[src/rtl/nand_gate_sequencer_pkg.sv]
// Shared definitions for the NAND gate-bank self-test sequencer:
// gate codes, expected truth table and controller states.
package nand_gate_sequencer_pkg;

    typedef enum logic [1:0] {
        GATE_AND = 2'd0,
        GATE_OR  = 2'd1,
        GATE_NOR = 2'd2,
        GATE_XOR = 2'd3
    } gate_e;

    typedef enum logic [2:0] {
        IDLE,
        APPLY,
        SETTLE,
        CHECK,
        DONE
    } state_e;

    // Bit index is sel*4 + vec, with vec = {in1,in2}.
    // XOR=0110, NOR=0001, OR=1110, AND=1000 (nibbles listed MSB first).
    localparam logic [15:0] EXPECT = 16'h61E8;

    function automatic logic expect_bit(input logic [1:0] sel, input logic [1:0] vec);
        return EXPECT[{sel, vec}];
    endfunction

endpackage

[src/rtl/nand_gate_sequencer_gate_expect.sv]
// Combinational lookup of the expected gate output for a (gate, vector) pair.
module gate_expect
    import nand_gate_sequencer_pkg::*;
(
    input  logic [1:0] sel,
    input  logic [1:0] vec,
    output logic       exp_bit
);

    always_comb begin
        exp_bit = expect_bit(sel, vec);
    end

endmodule

[src/rtl/nand_gate_sequencer.sv]
// Self-test controller: walks every gate of the NAND-built bank through all
// four input vectors and reports mismatches against the reference truth table.
module nand_gate_sequencer
    import nand_gate_sequencer_pkg::*;
#(
    parameter int unsigned SETTLE_CYCLES = 2,
    parameter int unsigned ERR_W         = 4
) (
    input  logic             clk,
    input  logic             rst_n,
    input  logic             start,
    input  logic             abort,
    input  logic             gate_out,
    output logic [1:0]       gate_sel,
    output logic             in1,
    output logic             in2,
    output logic             busy,
    output logic             done,
    output logic             pass,
    output logic [ERR_W-1:0] err_count,
    output logic [3:0]       fail_mask
);

    localparam int unsigned CNT_W = (SETTLE_CYCLES > 1) ? $clog2(SETTLE_CYCLES) : 1;

    state_e           state;
    logic [1:0]       vec;
    logic [CNT_W-1:0] cnt;
    logic             exp_bit;

    gate_expect u_expect (
        .sel     (gate_sel),
        .vec     (vec),
        .exp_bit (exp_bit)
    );

    always_ff @(posedge clk or negedge rst_n) begin
        if (!rst_n) begin
            state     <= IDLE;
            vec       <= '0;
            cnt       <= '0;
            gate_sel  <= GATE_AND;
            in1       <= 1'b0;
            in2       <= 1'b0;
            busy      <= 1'b0;
            done      <= 1'b0;
            pass      <= 1'b0;
            err_count <= '0;
            fail_mask <= '0;
        end else begin
            done <= 1'b0;
            // Abort outranks every state action, including the CHECK update.
            if (abort && (state != IDLE)) begin
                state <= IDLE;
                busy  <= 1'b0;
                pass  <= 1'b0;
                in1   <= 1'b0;
                in2   <= 1'b0;
            end else begin
                case (state)
                    IDLE: begin
                        in1 <= 1'b0;
                        in2 <= 1'b0;
                        if (start && !abort) begin
                            state     <= APPLY;
                            gate_sel  <= GATE_AND;
                            vec       <= '0;
                            err_count <= '0;
                            fail_mask <= '0;
                            pass      <= 1'b0;
                            busy      <= 1'b1;
                        end
                    end
                    APPLY: begin
                        {in1, in2} <= vec;
                        cnt        <= CNT_W'(SETTLE_CYCLES - 1);
                        state      <= SETTLE;
                    end
                    SETTLE: begin
                        if (cnt == '0) begin
                            state <= CHECK;
                        end else begin
                            cnt <= cnt - 1'b1;
                        end
                    end
                    CHECK: begin
                        if (gate_out != exp_bit) begin
                            if (err_count != '1) begin
                                err_count <= err_count + ERR_W'(1);
                            end
                            fail_mask[gate_sel] <= 1'b1;
                        end
                        if ((vec == 2'd3) && (gate_sel == GATE_XOR)) begin
                            state <= DONE;
                            busy  <= 1'b0;
                        end else begin
                            vec <= vec + 2'd1;
                            if (vec == 2'd3) begin
                                gate_sel <= gate_sel + 2'd1;
                            end
                            state <= APPLY;
                        end
                    end
                    DONE: begin
                        // err_count already holds the final CHECK result here.
                        done  <= 1'b1;
                        busy  <= 1'b0;
                        pass  <= (err_count == '0);
                        in1   <= 1'b0;
                        in2   <= 1'b0;
                        state <= IDLE;
                    end
                    default: state <= IDLE;
                endcase
            end
        end
    end

endmodule

[config.mk]
export PLATFORM = sky130hd
export DESIGN_NAME = nand_gate_sequencer
export DESIGN_NICKNAME = d
export VERILOG_FILES = /design/src/rtl/nand_gate_sequencer_pkg.sv /design/src/rtl/nand_gate_sequencer_gate_expect.sv /design/src/rtl/nand_gate_sequencer.sv
export SDC_FILE = /design/constraint.sdc
export NUM_CORES = 1
export LEC_CHECK = 0
export BUFFER_PORTS_ARGS = -buffer_cell sky130_fd_sc_hd__buf_2
export CORE_UTILIZATION = 55
export CTS_CLUSTER_DIAMETER = 150
export DETAILED_ROUTE_END_ITERATION = 16
export GPL_TIMING_DRIVEN = 0
export PLACE_DENSITY = 0.78
export SKIP_LAST_GASP = 1
export SLEW_MARGIN = 20
export SYNTH_ARGS = -nofsm -noshare
export SYNTH_HDL_FRONTEND = slang
export SYNTH_SLANG_ARGS = --single-unit
[constraint.sdc]
create_clock -name clk -period 4.4 [get_ports clk]
set_clock_uncertainty 0.15 [all_clocks]
set_input_delay 0.88 -clock clk [delete_from_list [all_inputs] [get_ports clk]]
set_output_delay 0.88 -clock clk [all_outputs]
set_load 0.02 [all_outputs]
# Word level (Yosys, flattened, before mapping)
# Memory sizes are Yosys's and may differ from the RTL's.
# Index checks and enable logic that the tools add are counted.
# classes
add_sub_neg	4
mul	0
div_mod_pow	0
n_lt_le_gt_ge	3
eq_ne	16
n_shift	0
mux	35
n_bitwise	2
reduce_logical	22
# op_table
cell	count
4-bit 2-to-1 mux	4
4-bit case mux with 2 select lines	2
1-bit 2-to-1 mux	12
3-bit 2-to-1 mux	4
3-bit case mux with 4 select lines	1
2-bit inequality test, second input constant	5
5-bit AND reduction	2
3-bit inequality test, second input constant	3
3-bit nonzero test	3
2-bit 2-to-1 mux	4
1-bit case mux with 2 select lines	4
2-bit case mux with 2 select lines	2
4-bit AND reduction	2
3-bit by 2-bit == test with 1-bit output, second input constant	2
2-bit AND reduction	3
4-bit by 5-bit less-than comparator with 1-bit output, second input constant	1
2-bit by 1-bit adder with 2-bit output, second input constant	2
4-bit by 1-bit adder with 4-bit output, second input constant	1
2-bit == test, second input constant	2
1-bit logical AND	4
4-bit logical NOT	1
4-bit inequality test, second input constant	1
4-bit OR	1
2-bit nonzero test	2
other kinds (14)	14
# word_totals
ff_bits	21
latch_bits	0
ram_bits	0
mem_bits_ro	16
inputBits	5
out_inout_bits	15
elab_cells	94
mem_count	1
# memory_table
memory	words	width	read_ports	rd_clocked_by_memory_dff	wr	line	rtl
(name not given)	16	1	1	0	0	nand_gate_sequencer_pkg.sv:25	return EXPECT[{sel, vec}];

# Logic depth before layout (Yosys ltp)
# depth
word_depth	7
mapped_depth	7
mapped_depth_nobuf	7

# Cells and area by module
# A second synthesis with hierarchy kept.
# hier_totals
cells_unflattened	127
area_unflattened_um2	1260.0
# by_module_without_submodules
mod	instances	cells_each	area_per_inst_um2	seq_area_each_um2
nand_gate_sequencer	1	120	1188.6	525.5
gate_expect	1	7	71.3	0.0

# Least setup slack after synthesis
# No wires, ideal clock.
# synth_path
kind	in2reg
startpoint	in start
endpoint	reg err_count[3]
setup_time_ps	125
t_arrival_ps	2049
t_required_ps	4125
path_slack_ps	2076
stages	6
n_path_buf	1
path_cell_list	or3b_1 -> a211oi_2 -> o21a_1 -> buf_4 -> a21oi_2 -> mux2_4
# synth_between
elab_chain_len	3
# synth_lines
item	line	rtl
from (decl)	nand_gate_sequencer.sv:11	input logic start,
1-bit logical AND	nand_gate_sequencer.sv:64	if (start && !abort) begin
2-bit inequality test (no source line)	n/a	
5-bit AND reduction (no source line)	n/a	
to (signal assigned)	nand_gate_sequencer.sv:89	err_count <= err_count + ERR_W'(1);
to (decl)	nand_gate_sequencer.sv:20	output logic [ERR_W-1:0] err_count,
# No other way between the ends.
# A chain may end at the register's enable or synchronous reset.

# Worst setup path in the final report
# layout_path
startpoint	reg vec[0]
endpoint	reg err_count[3]
# layout_between
elab_chain_len	5
# layout_lines
item	line	rtl
from (decl)	nand_gate_sequencer.sv:27	logic [1:0] vec;
from (signal assigned)	nand_gate_sequencer.sv:97	vec <= vec + 2'd1;
memory 16 x 1 bit	n/a	
1-bit 2-to-1 mux (not written as such)	nand_gate_sequencer_pkg.sv:25	
1-bit inequality test	nand_gate_sequencer.sv:87	if (gate_out != exp_bit) begin
2-bit inequality test (no source line)	n/a	
5-bit AND reduction (no source line)	n/a	
# No other way between the ends. The select of a mux whose other input is x is not followed.

==> reports/results.txt <==
Pwr Density: 304 mW/mm²
CTS tree: built
Status: complete, no violations
First-pass detailed-route iteration total: 4
Critical Path Source Type: flip-flop
Final WS setup: 2.06 ns
Clock power share: 0.232
Critical path's top delay family: multiplexers
Crit path time final: 2.34 ns
Final hold violations: 0
Peak supply drop: 213 µV
Switching share of power: 0.321
Post-Syn Area: 0.00119 mm²
Slowest-stage cell, CP: mux4_2
Setup TNS: 0 ns
Placement Rows: 16
Drt total wl: 2.40 mm
DIE HEIGHT: 48.5 µm
Largest net degree at the start of global routing: 22
Worst Path Required: 4.45 ns
Most frequent cells in the layout: 21 x dfrtp_1, 19 x buf_2, 11 x nor2_1
Clk Latency, worst-skew pair: 0.31 ns
Avg Vias per Cell: 5.70
Antenna violations before repair: 0
Hold crit path type: in -> async
Nets: 158
# IOs: 20
Pins over their slew limit: 0
Hold Buf Count CTS: 0
Pint: 277 µW
Via count: 969
Post-cts resize count: 0
GP Congestion: 0.862
Starting density of the core: 0.594
Initial DRC count: 22
Combinational Power Share: 0.224
Setup WS pre-CTS: 1.84 ns
Post-synth EDFFs: 0
Slew margin rel.: 0.565
R2R setup slack: 2.06 ns
Synthesized instance count: 120
Area added between synthesis and finish: 13.2%
Maximum root-to-sink buffer count: 2
Post-synth top area share: 0.442
Finished Core Util: 0.672
Main synth FF type: dfrtp_1
Final Setup Violations: 0
Area contributors post-synth: dfrtp_1 44%, ha_1 9.5%, a31oi_1 3.7%
#FFs+latches synth: 21
Area leader, netlist: dfrtp_1
FMAX: 428 MHz
Final period util: 0.531
RR Startpoint: vec[0]$_DFFE_PN0P_
Sequential fraction of the synthesis area: 0.442
CTS Buf Count: 3
Critical path peak fanout: 9
Worst path buffer plus inverter count: 1
Post-route DRC: 0
Die X: 48.5 µm
Sequential share of power: 0.543
RSZ-0062 raised after global routing: false
Reg2Reg Depth: 6
CTS root buf: clkbuf_4
Post-synth cell types: 37
Core ar.: 0.00200 mm²
Switching power: 131 µW
Wire per inst: 14.1 µm
CP max stage delay: 0.48 ns
Syn nets: 134
Placed cells: 166
Worst R2R End: err_count[3]$_DFFE_PN0P_
Fin cells: 170
Layout cells sized above 1: 0.224
Syn Area/Cell: 9.91 µm²
WP data arrival: 2.39 ns
First-pass GRT wire length: 4.24 mm
Port Buffers: 19
MaxCap Viol Count: 0
Vias in the first global route: 933
Post-CTS Setup Bufs: 0
Element type at the critical path end: flip-flop
Crit path kind: reg -> reg
Commonest non-fill, non-tap cell in the layout: dfrtp_1
TritonCTS Sinks: 21
Grt ovf: 0
Worst hold slack: 0.354 ns
DP HPWL: 1.74 mm
Antenna viol nets, final: 0
Die Area: 0.00235 mm²
Leak: 0.655 nW
ANT cells: 0
Crit path cell chain: inv_1 -> ha_1 -> mux4_2 -> xor2_2 -> nand3_2 -> mux2_4
Pin slew with the least headroom to its limit: 0.648 ns
Fillcell total: 171
Clk slew on worst S/H paths: 0.13 ns
H-Tree Depth: 1
Global Route Usage Sum: 0.234
Async set-or-reset flop fraction in the synthesized netlist: 1.00
Synth warnings: 0
-- metal layers --
metal | vias to the layer above | global-route usage | wire length, µm
met1 | 466 | 0.321 | 1110
met2 | 23 | 0.378 | 1190
met3 | 4 | 0.0283 | 64
li1 | 476 | - | -
met4 | 0 | 0.0931 | 42
met5 | - | 0 | 0
-- cells in the mapped netlist, types with 2 or more instances --
cell      instances
a22o_1            2
a22oi_1           2
a31oi_1           7
a32o_1            2
and3_1            3
buf_4             2
clkbuf_1          4
dfrtp_1          21
ha_1              9
inv_1             9
nand2_1           9
nand3_1           5
nand4b_1          2
nor2_1           11
nor2b_1           2
nor3_1            4
o21ai_0           5
o31ai_1           2
-- power by group through the flow --
| stage | Combinational (mW) | Sequential [mW] | Clock [mW] |
|---|---|---|---|
| floorplan | 0.0572 | 0.232 | 0 |
| global placement | 0.0881 | 0.225 | 0 |
| detailed placement | 0.0915 | 0.226 | 0 |
| CTS | 0.0918 | 0.222 | 0.0961 |
| global route | 0.104 | 0.225 | 0.105 |
| finish | 0.0917 | 0.222 | 0.0950 |
-- registers in the layout (all words and copies together), names as in the netlist --
name and count:
busy 1, cnt 1, done 1, err_count 4, fail_mask 4, gate_sel 2, in1 1, in2 1
pass 1, state 3, vec 2
-- worst max path at each step --
stage,start,endpoint,slack (ns),depth (start not counted)
3_5_place_dp,start,err_count[3]$_DFFE_PN0P_,1.84,6
5_1_grt,vec[0]$_DFFE_PN0P_,err_count[3]$_DFFE_PN0P_,1.98,6
2_1_floorplan,start,err_count[3]$_DFFE_PN0P_,2.08,6
3_3_place_gp,start,err_count[3]$_DFFE_PN0P_,1.90,6
6_report,vec[0]$_DFFE_PN0P_,err_count[3]$_DFFE_PN0P_,2.06,6
4_1_cts,vec[0]$_DFFE_PN0P_,err_count[3]$_DFFE_PN0P_,2.07,6
-- logic make-up (layout without fill, tap and decap cells) --
| family | count (synthesis) | after routing | synth area share |
|---|---|---|---|
| buffers and inverters | 16 | 39 | 0.0568 |
| xor gates and xnor gates | 2 | 2 | 0.0211 |
| AOI/OAI and AO/OA | 27 | 27 | 0.163 |
| and+or+nand+nor | 42 | 42 | 0.182 |
| muxes | 3 | 3 | 0.0400 |
| DFF | 21 | 21 | 0.442 |
| adders and majority gates | 9 | 9 | 0.0947 |
-- per-stage QoR --
stage	total power [mW]	cell area [µm²]
2_1_floorplan	0.289	1190
3_3_place_gp	0.313	1320
3_5_place_dp	0.317	1320
4_1_cts	0.410	1350
5_1_grt	0.434	1350
6_report	0.409	1350
-- layout make-up --
class / count / area (µm²) / area share
buffer: 6 / 30.0 / 0.0223
inverter: 10 / 37.5 / 0.0279
clock inverter: 1 / 5.00 / 0.00372
timing repair buffer: 19 / 95.1 / 0.0707
clock buffer: 3 / 22.5 / 0.0167
tap: 27 / 33.8 / 0.0251
sequential: 21 / 526 / 0.391
multi-input combinational: 83 / 596 / 0.443
Power figures use the tool's default switching activity.
